<file path="config.mk">
export PLATFORM = sky130hd
export DESIGN_NAME = vram_arbiter
export DESIGN_NICKNAME = d
export VERILOG_FILES = /design/src/rtl/vram_arbiter.sv
export SDC_FILE = /design/constraint.sdc
export NUM_CORES = 1
export LEC_CHECK = 0
export CORE_MARGIN = 2
export CORE_UTILIZATION = 53
export DETAILED_ROUTE_END_ITERATION = 16
export GPL_TIMING_DRIVEN = 0
export PLACE_DENSITY = 0.85
export SYNTH_ARGS = -nofsm -noshare
export SYNTH_HDL_FRONTEND = slang
export SYNTH_SLANG_ARGS = --single-unit
export TNS_END_PERCENT = 100
</file>
<file path="constraint.sdc">
create_clock -name clk -period 3.3 [get_ports clk]
set_input_delay 0.66 -clock clk [delete_from_list [all_inputs] [get_ports clk]]
set_output_delay 0.66 -clock clk [all_outputs]
set_load 0.05 [all_outputs]
</file>
<file path="src/rtl/vram_arbiter.sv">
// Arbitrates one sync VRAM between display scan-out reads (2-cycle latency) and CPU writes.
// CPU writes queue in a small FIFO (cpu_wready low when full) and drain one per blanking cycle.
module vram_arbiter #(
  parameter int ADDR_W     = 15,
  parameter int DATA_W     = 8,
  parameter int FIFO_DEPTH = 4
) (
  input  logic                             clk,
  input  logic                             rst,
  input  logic                             isHorizontalActive,
  input  logic                             isVerticalActive,
  input  logic [ADDR_W-1:0]                disp_addr,
  output logic [DATA_W-1:0]                disp_rdata,
  output logic                             disp_rvalid,
  input  logic                             cpu_wvalid,
  input  logic [ADDR_W-1:0]                cpu_waddr,
  input  logic [DATA_W-1:0]                cpu_wdata,
  output logic                             cpu_wready,
  output logic [ADDR_W-1:0]                ram_addr,
  output logic [DATA_W-1:0]                ram_wdata,
  output logic                             ram_we,
  input  logic [DATA_W-1:0]                ram_rdata,
  output logic [$clog2(FIFO_DEPTH+1)-1:0]  fifo_level
);

  localparam int LW = $clog2(FIFO_DEPTH + 1);
  localparam int PW = $clog2(FIFO_DEPTH);

  localparam logic [1:0] IDLE  = 2'd0;
  localparam logic [1:0] DISP  = 2'd1;
  localparam logic [1:0] WRITE = 2'd2;

  logic [1:0]        state;
  logic              active;
  logic              push;
  logic              pop;
  logic [PW-1:0]     wr_ptr;
  logic [PW-1:0]     rd_ptr;
  logic              rd_tag0;
  logic              rd_tag1;
  logic [ADDR_W-1:0] addr_mem [FIFO_DEPTH];
  logic [DATA_W-1:0] data_mem [FIFO_DEPTH];

  assign active     = isHorizontalActive & isVerticalActive;
  assign cpu_wready = !rst && (fifo_level != LW'(FIFO_DEPTH));
  assign push       = cpu_wvalid & cpu_wready;
  // Live active gates the pop so a write never lands on a cycle the display owns.
  assign pop        = (state == WRITE) && !active && (fifo_level != '0);

  always_ff @(posedge clk) begin
    if (push) begin
      addr_mem[wr_ptr] <= cpu_waddr;
      data_mem[wr_ptr] <= cpu_wdata;
    end
  end

  always_ff @(posedge clk) begin
    if (rst) begin
      state       <= IDLE;
      wr_ptr      <= '0;
      rd_ptr      <= '0;
      fifo_level  <= '0;
      ram_addr    <= '0;
      ram_wdata   <= '0;
      ram_we      <= 1'b0;
      rd_tag0     <= 1'b0;
      rd_tag1     <= 1'b0;
      disp_rvalid <= 1'b0;
      disp_rdata  <= '0;
    end else begin
      if (active)
        state <= DISP;
      else if (fifo_level != '0)
        state <= WRITE;
      else
        state <= IDLE;

      if (push)
        wr_ptr <= wr_ptr + PW'(1);
      if (pop)
        rd_ptr <= rd_ptr + PW'(1);
      if (push && !pop)
        fifo_level <= fifo_level + LW'(1);
      else if (!push && pop)
        fifo_level <= fifo_level - LW'(1);

      ram_we <= pop;
      if (active) begin
        ram_addr <= disp_addr;
      end else if (pop) begin
        ram_addr  <= addr_mem[rd_ptr];
        ram_wdata <= data_mem[rd_ptr];
      end

      // Tag follows the read through the RAM's one-cycle access.
      rd_tag0     <= active;
      rd_tag1     <= rd_tag0;
      disp_rvalid <= rd_tag1;
      if (rd_tag1)
        disp_rdata <= ram_rdata;
    end
  end

endmodule

</file>
# ---- Word level (Yosys, flattened, before mapping)
# Memories as Yosys holds them, arrays and structs flattened. A register that Yosys moved wholly into a read port is not among the register bits.
# Index checks and enable logic that the tools add are counted.
# W data, S select, Z words.
dict set report word_totals {
  mem_bits_rw 92
  ff_bits 36
  n_memories 2
}
dict set report classes {
  bitwise 3
  eq_ne 2
  n_reduce_logical 14
  n_addsub 4
  muxes 10
}
# memory depth word_bits read_ports rd_ports_with_merged_regs wr line_no
set mem_list {}
lappend mem_list {addr_mem 4 15 1 1 1 41} ;# logic [ADDR_W-1:0] addr_mem [FIFO_DEPTH];
lappend mem_list {data_mem 4 8 1 1 1 42} ;# logic [DATA_W-1:0] data_mem [FIFO_DEPTH];
# op n
set op_table {}
lappend op_table {{$mux W15} 2}
lappend op_table {{$mux W2} 3}
lappend op_table {{$mux W3} 2}
lappend op_table {{$logic_and A1 B1 Y1} 5}
lappend op_table {{$add A2 B1 Y2 const B} 2}
lappend op_table {{$logic_not A1 Y1} 4}
lappend op_table {{$reduce_bool A2 Y1} 2}
lappend op_table {{$add A3 B1 Y3 const B} 1}
lappend op_table {{$mux W1} 3}
lappend op_table {{$ne A3 B3 Y1 const B} 1}
lappend op_table {{$reduce_bool A3 Y1} 1}
lappend op_table {{$sub A3 B1 Y3 const B} 1}
lappend op_table {{$and A1 B1 Y1} 2}
lappend op_table {{$eq A2 B2 Y1 const B} 1}
lappend op_table {{$reduce_and A2 Y1} 1}
lappend op_table {{$reduce_or A2 Y1} 1}
lappend op_table {{$not A1 Y1} 1}

# ---- Depth between registers and ports, before layout
# Gate-level depths: netlist of run 1.
dict set report logic_depth {
  word_depth 7
  mapped_depth 10
}

# ---- Worst setup path before layout of run 1
# OpenSTA, ideal clock, no wires.
dict set report synth_path {
  path_type {flip-flop to flip-flop}
  startpoint {register fifo_level[0]}
  endpoint {register fifo_level[2]}
  setup_slack_ps 696
  arrival_time_ps 2534
  setup_ps 71
  path_buffers 2
  required_ps 3229
  stages_incl_launch_ff 11
  period_less_slack_ps 2604
  cell_sequence {dfxtp_1 -> or3_1 -> buf_4 -> nand3_2 -> buf_4 -> ha_1 -> inv_1 -> fa_1 -> xor2_1 -> or3_1 -> a21oi_1}
}
dict set report synth_via {
  elab_chain_cells 6
  elab_cells_between_ends 14
  cone_classes {add/sub (2); eq/ne (1); mux (2); bitwise (1); reduce/logical (8)}
}
# item line_no
set synth_rtl {}
lappend synth_rtl {{start: declaration} 23} ;# output logic [$clog2(FIFO_DEPTH+1)-1:0] fifo_level
lappend synth_rtl {{start signal: assignment} 83} ;# fifo_level <= fifo_level + LW'(1);
lappend synth_rtl {{start signal: assignment} 85} ;# fifo_level <= fifo_level - LW'(1);
lappend synth_rtl {{parallel branches: the longest is 6 deep, another holds $sub A3 B1 Y3} --}
# Several ways; the timed one is not identified. The select of a mux whose other input is x is not followed.
# A chain may end at the register's enable or synchronous reset.

# ---- Worst setup path after layout of run 1
dict set report layout_path {
  startpoint {input port rst}
  endpoint {output port cpu_wready}
}
dict set report layout_via {
  elab_chain_cells 2
}
# item line_no
set layout_rtl {}
lappend layout_rtl {{start: declaration} 9} ;# input logic rst,
lappend layout_rtl {{$logic_not A1 Y1} 45} ;# assign cpu_wready = !rst && (fifo_level != LW'(FIFO_DEPTH));
lappend layout_rtl {{$logic_and A1 B1 Y1} 45}
lappend layout_rtl {{end: declaration} 18} ;# output logic cpu_wready,
# No other way between the ends.

==> results.md, run 1 <==
* Status: completed
* Arrival @ worst endpoint at 2170 ps
* Total GRT Usage at about a quarter
* Min-delay worst type: flop to flop
* Initial Utilization at 54.6%
* Unique masters post-synth at 34
* Hold Path Depth at 2
* Die height at around 100 um
* Worst-Margin Slew at between 1000 and 1500 ps
* Hold buffer count at CTS at 0
* Initial DRC count at ~460
* Antenna Cells at 0
* Power Dens Cells at around 660 nW/um^2
* Largest cells by area after synthesis: edfxtp_1 52%, dfxtp_1 17%, mux4_2 9.7%
* Vias in the first global route at about 3600
* DR vias/cell at between 5 and 6
* Final Critical Period at around 2800 ps
* DRT antenna net count at 0
* Crit-path slowest cell: clkdlybuf4s50_1
* Worst hold start: ram_wdata[6]
* Worst slew margin at between 10% and 20%
* Max H-tree Level at 4
* Setup-failing EPs final at 0
* R2R Path Start: fifo_level[0]
* Skew-Pair Late Insertion Delay at roughly 520 ps
* Reg2reg setup slack at between 500 and 600 ps
* Clock Tree Root: clkbuf_8
* Final Hold Viols at 0
* Max clock buf depth at 2
* Crit path kind: input port to output pin
* Psw at roughly 1.2 mW
* Slew Limit Fails at 0
* RSZ-0062 raised after global routing: no
* WHS Endpoint: ram_wdata[6]
* HPWL after detailed placement at 7330 um
* Sw Share at between 20% and 30%
* I/O Buffers at 86
* Fmax at 353 MHz
* CP Capture Type: output pin
* Comb power frac at around 15%
* Flop pwr share at approximately 44%
* Gr ovfl total at 0
* Clock power frac at roughly two fifths
* WL met2 at 6470 um
* Setup Total Neg Slack at 0 ps
* Critical path depth at 4
* CP Data Required Time at 2640 ps
* Pre-Repair DR Iteration Count at 5
* Tcrit/Tclk final at a little under nine tenths
* Drt drc at 0
* Max-Cap Viols at 0
* Most frequent cells in the layout: 92 x edfxtp_1, 86 x clkdlybuf4s50_1, 45 x dfxtp_1
* Synth area leader: edfxtp_1
* Crit path max-delay family: buffers and inverters
* Worst path cell trace: buf_2 -> clkbuf_1 -> nor2_1 -> clkdlybuf4s50_1
* CP Max Fanout at 16
* VDD IR max at roughly 0.46 mV
* GPL Wtd Cong at 0.767
* Global-route wire length before repair at between 15000 and 20000 um
* Most used DFF post-synth: edfxtp_1
* Final Skew at 5.93 ps
* Post_cts resized at 0
* Post-DR wirelength/cell at ~21 um
* CP peak stage delay at 720 ps
* #FFs+latches synth at around 140
* Sink Count at about 140
* IO Pins at around 90
* Cells after Synth at roughly 340
* Clk slew on worst S/H paths at 60 ps
* Vias at 3484
* Top Metal Used: met4
* Antenna violations before repair at 0
* Synth top area share at 51.8%
* Post-Syn Nets at 392
* DRT met1 WL at around 4800 um
* Largest net degree at the start of global routing at 24
* CP bufs+invs at 3
* Die area at between 10000 and 15000 sq um
* Layout cell share with drive strength beyond 1 at 19.0%
* Inserted Clock Buffers at 17
* Synth-to-Final Area Change at 30.2%
* Synth warn at 0
* Critical R2R Capture: fifo_level[2]
* Synthesized area per cell at between 15 and 20 sq um
* Nets at just under 500
* P_leak at roughly 2.3 nW
* Number of synthesized flops with an enable pin at 92
* Internal power at around 3.3 mW
* Met3 WL post-DR at 855 um
* Synth async-reset ratio at 0%
* Buffer count from post-CTS setup fixing at 0
* Synthesized area at around 5300 sq um
* FF-to-FF path depth at 10
* Tot Pwr at approximately 4.6 mW
* Std cell rows at 36
* Core area at slightly below 10000 sq um
* CTS tree: built
* Die W at about 100 um
* Most common cell after layout, fill and taps aside: edfxtp_1
* Share of the yosys chip area belonging to registers at 68.6%
* WL final at between 10000 and 15000 um
* CP startpoint kind: input port
## cell usage after synthesis, types with 4 or more instances
library cell	n
a211oi_1	13
a21oi_1	11
and2_1	5
buf_2	10
buf_4	4
clkbuf_1	8
dfxtp_1	45
edfxtp_1	92
ha_1	5
inv_1	4
mux2i_1	10
mux4_2	23
nand4_1	9
nor2_1	32
nor2b_1	4
nor4_1	5
nor4_2	10
o21ai_0	14
o31ai_1	9
## through the flow
stage               std cells  hold WS, ps  utilization [%]  cell area [sq um]  setup slack, ps
global placement          554          462             65.1               6360              186
global route              585          507             71.1               6950              346
detailed placement        554          471             65.1               6360              136
floorplan                 335          452                -               5340              696
CTS                       586          485             71.1               6950              119
finish                    585          487             71.1               6950              470
## metal layers
layer  vias up  GRT usage [%]
met3        42           6.08
met2       191           40.5
met1      1735           27.0
met4         0           11.0
li1       1516              -
met5         -              0
## flip-flops by register name (all words and copies together) (netlist names), 2 cells and up, named ones only
register    cells
state           2
addr_mem       60
disp_rdata      8
fifo_level      3
rd_ptr          2
ram_addr       15
data_mem       32
ram_wdata       8
wr_ptr          2
## worst min-delay path, delay by kind of cell, from the launching register on
family | cells | cell delay [ps]
AO/OA/AOI/OAI | 2 | 120
flip-flops | 1 | 320
## power by group through the flow
stage               Sequential [mW]  Combinational [mW]  Clock (mW)
floorplan                      2.13               0.318           0
global placement               2.02               0.659           0
detailed placement             2.02               0.680           0
CTS                            1.99               0.701        1.89
global route                   2.00               0.738        1.95
finish                         1.99               0.703        1.88
## worst max path at each step
stage / slack (ps) / endpoint / start
2_1_floorplan: 700 / fifo_level[2] / fifo_level[0]
3_3_place_gp: 190 / cpu_wready / rst
3_5_place_dp: 140 / fifo_level[2] / isHorizontalActive
4_1_cts: 120 / cpu_wready / rst
5_1_grt: 350 / cpu_wready / rst
6_report: 470 / cpu_wready / rst
## kinds of logic (layout without fill, tap and decap cells)
logic type	after synthesis	after routing	synth area share [%]
AO/OA/AOI/OAI	49	49	5.81
XOR/XNOR	2	2	0.328
adder cells (fa/ha/maj)	6	6	1.55
buffers and inverters	30	147	2.91
flip-flops	137	137	68.6
multiplexers	35	35	12.0
AND/OR/NAND/NOR	76	76	8.77
## final cells by class
class	count	area, sq um
Fill cell	630	2820
Buffer	25	136
Timing Repair Buffer	86	861
Clock buffer	17	414
Multi-Input combinational cell	168	1520
Sequential cell	137	3660
Clock inverter	15	175
Inverter	4	15.0
Tap cell	133	166
No activity file was read; power rests on OpenSTA's default activity.
==> run 2, diff against run 1 <==
--- a/config.mk
+++ b/config.mk
@@ -7,9 +7,11 @@
 export LEC_CHECK = 0
 export CORE_MARGIN = 2
 export CORE_UTILIZATION = 53
+export CTS_CLUSTER_DIAMETER = 80
 export DETAILED_ROUTE_END_ITERATION = 16
 export GPL_TIMING_DRIVEN = 0
 export PLACE_DENSITY = 0.85
+export SKIP_LAST_GASP = 1
 export SYNTH_ARGS = -nofsm -noshare
 export SYNTH_HDL_FRONTEND = slang
 export SYNTH_SLANG_ARGS = --single-unit
==> results of run 2 <==
Final layout, timing and power as in run 1 (identical DEF).
==> run 3, diff against run 2 <==
--- a/config.mk
+++ b/config.mk
@@ -6,11 +6,12 @@
 export NUM_CORES = 1
 export LEC_CHECK = 0
 export CORE_MARGIN = 2
-export CORE_UTILIZATION = 53
+export CORE_UTILIZATION = 35
 export CTS_CLUSTER_DIAMETER = 80
+export CTS_CLUSTER_SIZE = 14
 export DETAILED_ROUTE_END_ITERATION = 16
 export GPL_TIMING_DRIVEN = 0
-export PLACE_DENSITY = 0.85
+export PLACE_DENSITY = 0.62
 export SKIP_LAST_GASP = 1
 export SYNTH_ARGS = -nofsm -noshare
 export SYNTH_HDL_FRONTEND = slang
==> results.md, run 3 (synthesis results as in run 1) <==
* Status: completed
* DRT antenna net count at 0
* GPL Wtd Cong at between 0.7 and 0.8
* Reg with most FFs: addr_mem
* Die area at 16300 sq um
* Std cell rows at 45
* Max-Cap Viols at 0
* Vias at around 3200
* CP Capture Type: flop
* Final Skew at ~9.0 ps
* Initial DRC count at approximately 140
* Die height at 127 um
* Slew Limit Fails at 0
* P_leak at around 2.3 nW
* Min-delay worst type: flop to flop
* Tcrit/Tclk final at 85.0%
* Max H-tree Level at 4
* WHS at about 490 ps
* CTS tree: built
* DR vias/cell at 5.08
* RSZ-0062 raised after global routing: no
* Nets at ~500
* Final Hold Viols at 0
* Fmax at 356 MHz
* Final Critical Period at 2810 ps
* Post-DP Area at between 6000 and 7000 sq um
* Critical R2R Capture: fifo_level[2]
* Largest regs: addr_mem (60), data_mem (32), ram_addr (15)
* Post_cts resized at 0
* Post-route cell area at about 7000 sq um
* IO Pins at between 80 and 90
* Layout cell share with drive strength beyond 1 at a little under a fifth
* Post-DR wirelength/cell at between 15 and 20 um
* Max clock buf depth at 2
* Crit path kind: input port to flop
* Clock Tree Root: clkbuf_16
* Antenna violations before repair at 0
* WL final at around 12000 um
* Gr ovfl total at 0
* Vias in the first global route at about 3400
* Clk slew on worst S/H paths at 60 ps
* Reg2reg setup slack at approximately 540 ps
* Initial Utilization at between 30% and 40%
* Pre-Repair DR Iteration Count at 4
* WHS Endpoint: ram_wdata[3]
* Hold buffer count at CTS at 0
* Most common cell after layout, fill and taps aside: edfxtp_1
* Total GRT Usage at around 15%
* VDD IR max at between 0.3 and 0.4 mV
* Die W at approximately 130 um
* Largest net degree at the start of global routing at 24
* CP Data Required Time at ~3600 ps
* Skew-Pair Late Insertion Delay at about 410 ps
* Core area at around 15000 sq um
* Worst slew margin at about an eighth
* Setup-failing EPs final at 0
* R2R Path Start: fifo_level[0]
* Buffer count from post-CTS setup fixing at 0
* Setup Total Neg Slack at 0 ps
* Drt drc at 0
* Worst-Margin Slew at around 1300 ps
* Max reg flops at 60
* Power Dens Cells at between 600 and 700 nW/um^2
* I/O Buffers at 86
* HPWL after detailed placement at between 7000 and 8000 um
* Worst hold start: ram_wdata[3]
* Inserted Clock Buffers at 17
* Sink Count at roughly 140
* Global-route wire length before repair at around 18000 um
* Synth-to-Final Area Change at 32.1%
* Hold Path Depth at 2
* CP startpoint kind: input port
* CP Max Fanout at 10
* Antenna Cells at 0
* Most frequent cells in the layout: 92 x edfxtp_1, 86 x clkdlybuf4s50_1, 45 x dfxtp_1
* FF-to-FF path depth at 10
* Arrival @ worst endpoint at between 3000 and 4000 ps
[run 3: worst max-delay path, stage by stage]
cell             delay [ps]
clkdlybuf4s50_1         480
nand2_1                 220
nand3_2                 270
buf_4                   240
ha_1                    210
inv_1                    60
fa_1                    380
xor2_1                  160
or3_1                   310
a21oi_1                 140
[run 3: worst max path at each step]
stage	start	end	slack (ps)
floorplan	fifo_level[0]	fifo_level[2]	700
global placement	rst	cpu_wready	130
detailed placement	isHorizontalActive	fifo_level[2]	60
CTS	rst	cpu_wready	120
global route	rst	cpu_wready	340
finish	isHorizontalActive	fifo_level[2]	490
[run 3: power by group]
| group | internal (mW) | total, mW | switching [mW] |
|---|---|---|---|
| Clock | 1.27 | 1.96 | 0.686 |
| Sequential | 1.94 | 1.99 | 0.0500 |
| Combinational | 0.259 | 0.683 | 0.424 |
| Total | 3.47 | 4.63 | 1.16 |
[run 3: area by class of cell]
class / count / area (sq um)
clock inverters: 14 / 179
multi-input cells: 168 / 1520
inverters: 4 / 15.0
plain buffers: 25 / 136
flip-flops and latches: 137 / 3660
repair buffers: 86 / 861
fillers: 1304 / 7980
well taps: 188 / 235
clock buffers: 18 / 439
[run 3: layer usage]
metal	part of all wire (%)	wire length [um]	GRT usage [%]	vias up
met3	4.6	547	3.22	7
met4	1.1	128	7.05	0
met5	0	0	0	-
met2	51	6140	25.9	96
li1	-	-	-	1514
met1	43	5120	19.2	1631
[run 3: metrics by stage]
stage	util [%]	setup slack, ps	power, mW	cells
finish	46.9	494	4.63	640
global route	46.9	336	4.80	640
CTS	46.9	118	4.67	641
detailed placement	42.8	58.9	2.71	609
global placement	42.8	131	2.69	609
floorplan	-	696	2.45	335
